==> config.mk <==
export PLATFORM = sky130hd
export DESIGN_NAME = serial_pulse_framer
export DESIGN_NICKNAME = d
export VERILOG_FILES = /design/src/rtl/pulse_frame_pkg.sv /design/src/rtl/pulse_slew_ch.sv /design/src/rtl/serial_pulse_framer.sv
export SDC_FILE = /design/constraint.sdc
export NUM_CORES = 1
export LEC_CHECK = 0
export ABC_AREA = 1
export CORE_AREA = 5 5 98 100
export CTS_BUF_LIST = sky130_fd_sc_hd__clkbuf_16
export DETAILED_ROUTE_END_ITERATION = 10
export DIE_AREA = 0 0 103 105
export HOLD_SLACK_MARGIN = 0.12
export PLACE_DENSITY_LB_ADDON = 0.12
export SLEW_MARGIN = 20
export SYNTH_ARGS = -nofsm -noshare
export SYNTH_HDL_FRONTEND = slang
export SYNTH_SLANG_ARGS = --single-unit
==> constraint.sdc <==
create_clock -name CLK -period 8.6 [get_ports CLK]
set_clock_uncertainty 0.1 [all_clocks]
set_input_delay 2.58 -clock CLK [delete_from_list [all_inputs] [get_ports CLK]]
set_output_delay 2.58 -clock CLK [all_outputs]
set_load 0.005 [all_outputs]
==> src/rtl/pulse_frame_pkg.sv <==
// rtl/pulse_frame_pkg.sv - shared types, defaults and width helpers for the serial pulse framer
package pulse_frame_pkg;

    typedef enum logic [1:0] {
        ST_IDLE  = 2'd0,
        ST_PULSE = 2'd1,
        ST_GAP   = 2'd2,
        ST_TAIL  = 2'd3
    } frame_state_e;

    localparam int DEF_NEUTRAL_CMD = 16;
    localparam int DEF_FRAME_CYC   = 1100000;

    // Counter width able to hold every frame position up to FRAME_CYC.
    function automatic int cnt_width(input int frame_cyc);
        return $clog2(frame_cyc + 1);
    endfunction

    function automatic int unsigned pulse_width(input int unsigned cmd,
                                                input int unsigned base_cyc,
                                                input int unsigned step_cyc);
        return base_cyc + cmd * step_cyc;
    endfunction

endpackage

==> src/rtl/pulse_slew_ch.sv <==
// rtl/pulse_slew_ch.sv - one channel: pending/applied command registers with slew and failsafe override
module pulse_slew_ch
    import pulse_frame_pkg::*;
#(
    parameter int CMD_W       = 5,
    parameter int NEUTRAL_CMD = DEF_NEUTRAL_CMD,
    parameter int SLEW_MAX    = 0
) (
    input  logic             CLK,
    input  logic             RST_N,
    input  logic             ENABLE,
    input  logic             BOUNDARY,
    input  logic             FORCE_NEUTRAL,
    input  logic             CMD_VALID,
    input  logic [CMD_W-1:0] CMD,
    output logic [CMD_W-1:0] APPLIED
);

    localparam logic [CMD_W-1:0] NEUTRAL = CMD_W'(NEUTRAL_CMD);
    localparam logic [CMD_W-1:0] SLEW    = CMD_W'(SLEW_MAX);

    logic [CMD_W-1:0] pending;
    logic [CMD_W-1:0] applied_q;
    logic [CMD_W-1:0] target;
    logic [CMD_W-1:0] diff;
    logic [CMD_W-1:0] applied_n;
    logic             up;

    // A strobe landing on the boundary cycle wins over the stored pending value.
    always_comb begin
        target = pending;
        if (CMD_VALID) begin
            target = CMD;
        end else if (FORCE_NEUTRAL) begin
            target = NEUTRAL;
        end
        up        = (target > applied_q);
        diff      = up ? (target - applied_q) : (applied_q - target);
        applied_n = target;
        if ((SLEW_MAX != 0) && (32'(diff) > SLEW_MAX)) begin
            applied_n = up ? (applied_q + SLEW) : (applied_q - SLEW);
        end
    end

    always_ff @(posedge CLK or negedge RST_N) begin
        if (!RST_N) begin
            pending   <= NEUTRAL;
            applied_q <= NEUTRAL;
        end else begin
            if (CMD_VALID) begin
                pending <= CMD;
            end else if (FORCE_NEUTRAL) begin
                pending <= NEUTRAL;
            end
            if (!ENABLE) begin
                applied_q <= NEUTRAL;
            end else if (BOUNDARY) begin
                applied_q <= applied_n;
            end
        end
    end

    assign APPLIED = applied_q;

endmodule

==> src/rtl/serial_pulse_framer.sv <==
// rtl/serial_pulse_framer.sv - N-channel serial PWM frame generator with boundary latching, slew and timeout
module serial_pulse_framer
    import pulse_frame_pkg::*;
#(
    parameter int NUM_CH         = 2,
    parameter int CMD_W          = 5,
    parameter int FRAME_CYC      = DEF_FRAME_CYC,
    parameter int GAP_CYC        = 110000,
    parameter int BASE_CYC       = 100000,
    parameter int STEP_CYC       = 3125,
    parameter int NEUTRAL_CMD    = DEF_NEUTRAL_CMD,
    parameter int SLEW_MAX       = 0,
    parameter int TIMEOUT_FRAMES = 8
) (
    input  logic                    CLK,
    input  logic                    RST_N,
    input  logic                    ENABLE,
    input  logic [NUM_CH*CMD_W-1:0] CMD,
    input  logic                    CMD_VALID,
    output logic                    PWM,
    output logic                    FRAME_START,
    output logic                    FAILSAFE,
    output logic [NUM_CH*CMD_W-1:0] CUR_CMD
);

    localparam int CNT_W = cnt_width(FRAME_CYC);
    localparam int CH_W  = (NUM_CH > 1) ? $clog2(NUM_CH) : 1;
    localparam int TO_W  = (TIMEOUT_FRAMES > 0) ? $clog2(TIMEOUT_FRAMES + 1) : 1;
    localparam longint BUSY_CYC =
        longint'(NUM_CH) * (longint'(BASE_CYC) + ((64'sd1 <<< CMD_W) - 1) * longint'(STEP_CYC))
        + longint'(NUM_CH - 1) * longint'(GAP_CYC);

    generate
        if ((BUSY_CYC >= longint'(FRAME_CYC)) || (GAP_CYC < 1)) begin : g_bad_timing
            $error("serial_pulse_framer: worst-case pulses and gaps do not fit in FRAME_CYC");
        end
    endgenerate

    frame_state_e            state;
    frame_state_e            state_n;
    logic [CNT_W-1:0]        k_cnt;
    logic [CNT_W-1:0]        seg_cnt;
    logic [CNT_W-1:0]        cur_w;
    logic [CH_W-1:0]         ch;
    logic [TO_W-1:0]         to_cnt;
    logic [CMD_W-1:0]        cur_cmd_sel;
    logic [NUM_CH*CMD_W-1:0] applied;
    logic                    failsafe_q;
    logic                    pwm_q;
    logic                    fs_q;
    logic                    pwm_d;
    logic                    fs_d;
    logic                    last_ch;
    logic                    seg_done;
    logic                    gap_done;
    logic                    wrap;
    logic                    boundary;
    logic                    fs_force;

    assign cur_cmd_sel = applied[ch*CMD_W +: CMD_W];
    assign cur_w       = CNT_W'(pulse_width(32'(cur_cmd_sel), BASE_CYC, STEP_CYC));
    assign last_ch     = (ch == CH_W'(NUM_CH - 1));
    assign seg_done    = (seg_cnt == cur_w - CNT_W'(1));
    assign gap_done    = (seg_cnt == CNT_W'(GAP_CYC - 1));
    assign wrap        = (state == ST_TAIL) && (k_cnt == CNT_W'(FRAME_CYC - 1));
    assign boundary    = wrap && ENABLE;
    assign fs_force    = (TIMEOUT_FRAMES != 0) && boundary && !CMD_VALID &&
                         (to_cnt >= TO_W'(TIMEOUT_FRAMES - 1));

    always_ff @(posedge CLK or negedge RST_N) begin
        if (!RST_N) begin
            state <= ST_IDLE;
        end else begin
            state <= state_n;
        end
    end

    always_comb begin
        state_n = state;
        case (state)
            ST_IDLE:  state_n = ST_PULSE;
            ST_PULSE: if (seg_done) state_n = last_ch ? ST_TAIL : ST_GAP;
            ST_GAP:   if (gap_done) state_n = ST_PULSE;
            ST_TAIL:  if (wrap) state_n = ST_PULSE;
            default:  state_n = ST_IDLE;
        endcase
        if (!ENABLE) begin
            state_n = ST_IDLE;
        end
    end

    // Outputs are registered from the next state so PWM lines up with the frame counter.
    always_comb begin
        pwm_d = (state_n == ST_PULSE);
        fs_d  = pwm_d && ((state == ST_IDLE) || wrap);
    end

    always_ff @(posedge CLK or negedge RST_N) begin
        if (!RST_N) begin
            pwm_q <= 1'b0;
            fs_q  <= 1'b0;
        end else begin
            pwm_q <= pwm_d;
            fs_q  <= fs_d;
        end
    end

    always_ff @(posedge CLK or negedge RST_N) begin
        if (!RST_N) begin
            k_cnt   <= '0;
            seg_cnt <= '0;
            ch      <= '0;
        end else if ((state_n == ST_IDLE) || (state == ST_IDLE) || wrap) begin
            k_cnt   <= '0;
            seg_cnt <= '0;
            ch      <= '0;
        end else begin
            k_cnt   <= k_cnt + CNT_W'(1);
            seg_cnt <= (state_n != state) ? '0 : seg_cnt + CNT_W'(1);
            if ((state == ST_GAP) && (state_n == ST_PULSE)) begin
                ch <= ch + CH_W'(1);
            end
        end
    end

    always_ff @(posedge CLK or negedge RST_N) begin
        if (!RST_N) begin
            to_cnt     <= '0;
            failsafe_q <= 1'b0;
        end else if (CMD_VALID) begin
            to_cnt     <= '0;
            failsafe_q <= 1'b0;
        end else begin
            if (boundary && (to_cnt < TO_W'(TIMEOUT_FRAMES))) begin
                to_cnt <= to_cnt + TO_W'(1);
            end
            if (fs_force) begin
                failsafe_q <= 1'b1;
            end
        end
    end

    for (genvar i = 0; i < NUM_CH; i++) begin : g_ch
        pulse_slew_ch #(
            .CMD_W       (CMD_W),
            .NEUTRAL_CMD (NEUTRAL_CMD),
            .SLEW_MAX    (SLEW_MAX)
        ) u_ch (
            .CLK           (CLK),
            .RST_N         (RST_N),
            .ENABLE        (ENABLE),
            .BOUNDARY      (boundary),
            .FORCE_NEUTRAL (fs_force),
            .CMD_VALID     (CMD_VALID),
            .CMD           (CMD[i*CMD_W +: CMD_W]),
            .APPLIED       (applied[i*CMD_W +: CMD_W])
        );
    end

    assign PWM         = pwm_q;
    assign FRAME_START = fs_q;
    assign FAILSAFE    = failsafe_q;
    assign CUR_CMD     = applied;

endmodule

Word level (Yosys, flattened, before mapping):

Cells that the tools add are included.

* eq/ne operators: 9
* $add $sub $neg: 6
* mux-type cells: 23
* multiply operators: 2
* reductions and logical operators: 16
* shift operators: 1
* magnitude comparators: 2

Operator list (number)
* 21-bit two-way mux: 3
* 21-bit by 1-bit adder with 21-bit output, second input constant: 2
* 5-bit two-way mux: 8
* 21-bit by 17-bit == test with 1-bit output, second input constant: 1
* 21-bit == test: 1
* 21-bit == test, second input constant: 1
* 18-bit by 1-bit subtractor with 19-bit output, second input constant: 1
* 17-bit by 17-bit adder with 18-bit output, first input constant: 1
* 5-bit by 12-bit multiplier with 17-bit output, second input constant: 1
* 10-bit by 5-bit variable part select with 5-bit output: 1
* 2-bit two-way mux: 4
* 4-bit two-way mux: 2
* 2-bit case mux with 4 select lines: 1
* 1-bit logical AND: 7
* 2-bit nonzero test: 3
* 1-bit two-way mux: 5
* 4-bit by 1-bit adder with 4-bit output, second input constant: 1
* 2-bit by 1-bit == test with 1-bit output, second input constant: 2
* 2-bit == test, second input constant: 2
* 4-bit by 3-bit greater-or-equal comparator with 1-bit output, second input constant: 1
* 2-bit logical NOT: 2
* 4-bit < comparator, second input constant: 1
* 1-bit by 3-bit multiplier with 4-bit output, second input constant: 1
* 1-bit logical OR: 3
* other kinds (4): 4

* input bits: 14
* logic and storage cells: 71
* output and inout port bits: 13
* register bits: 72

Depth between registers and ports, before layout:

* word-level depth: 13
* gate-level depth with buffers: 32
* gate-level depth less buffers: 31

Hierarchy:

From an unflattened synthesis, not the netlist that was laid out.

* cell total of the unflattened synthesis: 735
* area, all modules: 5439.0 um^2

Modules (own cells, without submodules)
* serial_pulse_framer: cells an instance 639, instances 1, area each 4603.2 um^2, sequential area each 1301.2 um^2
* pulse_slew_ch: cells an instance 48, instances 2, area each 417.9 um^2, sequential area each 252.7 um^2

Least setup slack after synthesis:

OpenSTA, ideal clock, no wires.

* path type: register to register
* start point: register ch
* end point: register seg_cnt[8]
* setup slack: 4.320 ns
* library setup time: 0.069 ns
* stages on the path, launching flop included: 26
* data required time: 8.431 ns
* arrival: 4.111 ns
* buffers on the path: 2
* clock period less this slack: 4.280 ns
* cell sequence: dfrtp_1 buf_2 o21ai_0 fa_1 inv_1 fa_1 ha_1 or2_1 nand2_1 inv_1 nand2_1 nand3_1 nand2_1 nand2_1 nand2_1 nand2_1 nor2_1 nand2_1 nor2_1 nand3_1 nand2_1 nand2_1 nand2_1 nand3_2 buf_6 nor2_2

* word-level cells in the longest chain between the ends: 13
* elaborated cells on any way between the ends: 16
* classes of those cells: add/sub (2); mul (2); eq/ne (2); shift (1); mux (6); reduce/logical (3)

Ends and longest elaborated chain
* start, declared: RTL line serial_pulse_framer.sv:44 `logic [CH_W-1:0] ch;`
* start signal, assigned: RTL line serial_pulse_framer.sv:121 `ch <= ch + CH_W'(1);`
* 1-bit by 3-bit multiplier with 4-bit output: RTL line serial_pulse_framer.sv:60 `assign cur_cmd_sel = applied[ch*CMD_W +: CMD_W];`
* 10-bit by 5-bit variable part select with 5-bit output: RTL line serial_pulse_framer.sv:60
* 5-bit by 12-bit multiplier with 17-bit output: RTL line pulse_frame_pkg.sv:22 `return base_cyc + cmd * step_cyc;`
* 17-bit by 17-bit adder with 18-bit output: RTL line pulse_frame_pkg.sv:22
* 18-bit by 1-bit subtractor with 19-bit output: RTL line serial_pulse_framer.sv:63 `assign seg_done = (seg_cnt == cur_w - CNT_W'(1));`
* 21-bit == test: RTL line serial_pulse_framer.sv:63
* 2-bit two-way mux *: RTL line serial_pulse_framer.sv:82 `ST_PULSE: if (seg_done) state_n = last_ch ? ST_TAIL : ST_GAP;`
* 2-bit case mux with 4 select lines *: RTL line serial_pulse_framer.sv:80 `case (state)`
* 2-bit two-way mux *: RTL line serial_pulse_framer.sv:87 `if (!ENABLE) begin`
* 2-bit logical NOT: RTL line serial_pulse_framer.sv:113 `end else if ((state_n == ST_IDLE) || (state == ST_IDLE) || wrap) begin`
* 1-bit logical OR (2 in a row): RTL line serial_pulse_framer.sv:113
* 21-bit two-way mux *: RTL line serial_pulse_framer.sv:113
* end signal, assigned: RTL line serial_pulse_framer.sv:119 `seg_cnt <= (state_n != state) ? '0 : seg_cnt + CNT_W'(1);`
* end, declared: RTL line serial_pulse_framer.sv:42 `logic [CNT_W-1:0] seg_cnt;`

Mark *: on every way between the ends. The rest lies on a longest branch, timed or not.
A chain may end at the register's enable or synchronous reset.

Worst setup path after layout:

* start point: register ch
* end point: register seg_cnt[10]

The elaborated chain is that of the path after synthesis.

==> flow_summary.json <==
{
  "status": "complete, no violations",
  "rows": 34,
  "min_period_ps": 5400,
  "dp_hpwl_um": 10300,
  "cp.buffers_inverters": 3,
  "netlist.area_leader.share": 0.308,
  "synth_nets": 850,
  "crit_family": "simple AND/OR/NAND/NOR gates",
  "gp_congestion": 0.978,
  "met3WireLength_um": 554,
  "seqPwrFrac": 0.362,
  "post_drt_wl_per_cell_um": 14.0,
  "post-route-drc-count": 0,
  "peakVddDrop_mv": 0.126,
  "synth_edf_count": 0,
  "die_area_um2": 10800,
  "final_cells": 932,
  "cts_made_buffers": 9,
  "relSlewSlack": 0.396,
  "top_layer": "met4",
  "root_buffer": "clkbuf_16",
  "crit_type": "flop to flop",
  "routed-wl-met2_um": 6580,
  "die_h_um": 105,
  "critPathCaptureType": "flop",
  "synthTopCellsByArea": "dfrtp_1 31%, nand2_1 15%, inv_1 9.5%",
  "via_per_inst": 5.41,
  "yosysUniqueCellTypes": 39,
  "async_flop_share": 1.00,
  "critical_path_arrival_ps": 5540,
  "synth_compound_area_frac": 0.0476,
  "cts.sinks": 72,
  "yosysSeqAreaShare": 0.327,
  "avgSynthCellArea_um2": 6.99,
  "clk_path_buf_depth": 2,
  "postSynthCellCount": 790,
  "fin_crit_sh": 0.628,
  "cap_violations": 0,
  "htree_levels": 3,
  "synth_flop_cell": "dfrtp_1",
  "power_leakage_nw": 3.16,
  "fmax_mhz": 185,
  "num_vias": 5041,
  "ys_warn_count": 0,
  "synth-adder-area-share": 0.114,
  "crit_fanout": 21,
  "finalHoldViolCount": 0,
  "p_int_mw": 0.656,
  "tightest_slew_ps": 905,
  "power.switching_mw": 0.307,
  "worst_slack_ps": 3200,
  "place_inst": 916,
  "ant_nets": 0,
  "cts_resized": 0,
  "post-route-cell-area_um2": 6170,
  "grt_pass1_vias": 5089,
  "swShare": 0.319,
  "gr-total-overflow": 0,
  "muxShareOfSynthArea": 0,
  "fill_cells": 707,
  "post-place-ws_ps": 3280,
  "required_ps": 8740,
  "slew_viol_final": 0,
  "drt_iter0_drc": 236,
  "start_util": 0.642,
  "fp.dieW_um": 103,
  "synth.ff_latch_count": 72,
  "pwr-share-comb": 0.244,
  "area_delta_synth_final_pct": 11.7,
  "path_common_cell": "nand2_1",
  "rsz0062_at_grt": "no",
  "start_kind": "flop",
  "core-area_um2": 8590,
  "synth_top_family_by_area": "simple AND/OR/NAND/NOR gates",
  "final_core_util": 0.718,
  "antennaDiodeCount": 0,
  "drive_gt1_frac": 0.0728,
  "pin_count": 27,
  "cts_setup_buffers": 0,
  "place_area_um2": 5860,
  "synth_top_area_cell": "dfrtp_1",
  "cts.reportedPaths.clkPinSlew_ps": 60,
  "pwr_density_cell_nw_per_um2": 156,
  "synthesis.area_um2": 5520,
  "synth_commonest_cells": "224 x nand2_1, 139 x inv_1, 80 x nor2_1, 68 x dfrtp_1, 63 x nand3_1",
  "cpPeakStageDelay_ps": 740,
  "fin_nets": 879,
  "firstDrtPassIters": 4,
  "synth_xor_area_frac": 0.0492,
  "setup_viol_count_final": 0,
  "clock_latency_ps": 330,
  "cts_tree": "done",
  "wl_met1_um": 5490,
  "p_clk_frac": 0.394,
  "ctsHoldBuffers": 0,
  "drt_wl_total_um": 13100,
  "io_buffers": 26,
  "yosys.area_share.simple": 0.356,
  "grt_antenna_before_repair": 0,
  "final.setup.tns_ps": 0,
  "synth.most_common_cell": "nand2_1",
  "track_usage": 0.262,
  "cpMaxStageDelayCell": "o21ai_0",
  "min_path_type": "flop to flop",
  "grt_max_degree": 73,
  "grt_first_pass_wirelength_um": 22900
}
## flip-flops by register name, summed over array words and instances (netlist names)
signal,flops
FRAME_START,1
FAILSAFE,1
g_ch.u_ch.pending,10
PWM,1
ch,1
g_ch.u_ch.APPLIED,10
k_cnt,21
seg_cnt,21
state,2
to_cnt,4
## power groups by stage
stage,Sequential [mW],Clock [mW],Combinational [mW]
after floorplan,0.354,0,0.174
after global placement,0.355,0,0.225
after detailed placement,0.355,0,0.231
after CTS,0.349,0.385,0.233
after global routing,0.350,0.401,0.269
final,0.349,0.380,0.235
## cells by family after synthesis
family / Yosys count
fa+ha+maj: 46
flops: 72
compound gates: 49
buf+inv: 150
xor+xnor: 31
simple gates: 442
## layer usage
layer	up-vias	global-route usage
li1	2520	-
met1	2345	0.327
met2	133	0.445
met3	43	0.0466
met4	0	0.101
met5	-	0
## path summary, 6_finish.rpt
kind | start | endpoint | slack [ps] | cells past startpoint
min in group asynchronous | RST_N | FAILSAFE | 2350 | 2
worst min register to register | k_cnt[0] | k_cnt[0] | 370 | 1
max in group asynchronous | RST_N | seg_cnt[10] | 5450 | 2
worst max-delay path | ch | seg_cnt[10] | 3200 | 25
worst max register to register | ch | seg_cnt[10] | 3200 | 25
worst min-delay path | k_cnt[0] | k_cnt[0] | 370 | 1
## stage by stage
step	power [mW]	hold WS (ps)
2_1_floorplan	0.528	333
3_3_place_gp	0.580	345
3_5_place_dp	0.586	378
4_1_cts	0.967	386
5_1_grt	1.02	428
6_report	0.963	374
## cell usage in the layout, fill, tap and decap left out, types with 12 or more instances in the layout
cell,n
nand2_1,224
inv_1,139
nor2_1,80
dfrtp_1,68
nand3_1,63
ha_1,39
clkdlybuf4s50_1,25
nor2_2,24
o21ai_0,22
xor2_1,19
a21oi_1,16
nand4_1,12
xnor2_1,12
## layout make-up
cell class	count	area (um2)	area share
clock buffer	9	225	0.0365
clock inverter	7	80.1	0.0130
inverter	141	529	0.0858
multi-input combinational	568	3130	0.507
sequential	72	1810	0.293
tap	108	135	0.0219
timing repair buffer	27	263	0.0426
## worst register-to-register path, stage by stage, from the launching register on
cell and delay [ps]:
dfrtp_1 510, o21ai_0 740, ha_1 230, inv_1 100, fa_1 430, inv_1 80, fa_1 410, ha_1 350
or2_1 250, nand2_1 90, inv_1 60, nand2_1 80, nand3_1 70, nand2_1 110, nand2_1 70, nand2_1 80
nand2_1 50, nor2_1 160, nand2_1 70, nor2_1 140, nand3_1 140, nand2_1 90, nand2_1 50, nand2_1 70
nand3_2 510, nor2_2 270
(Power assumes the default switching activity.)
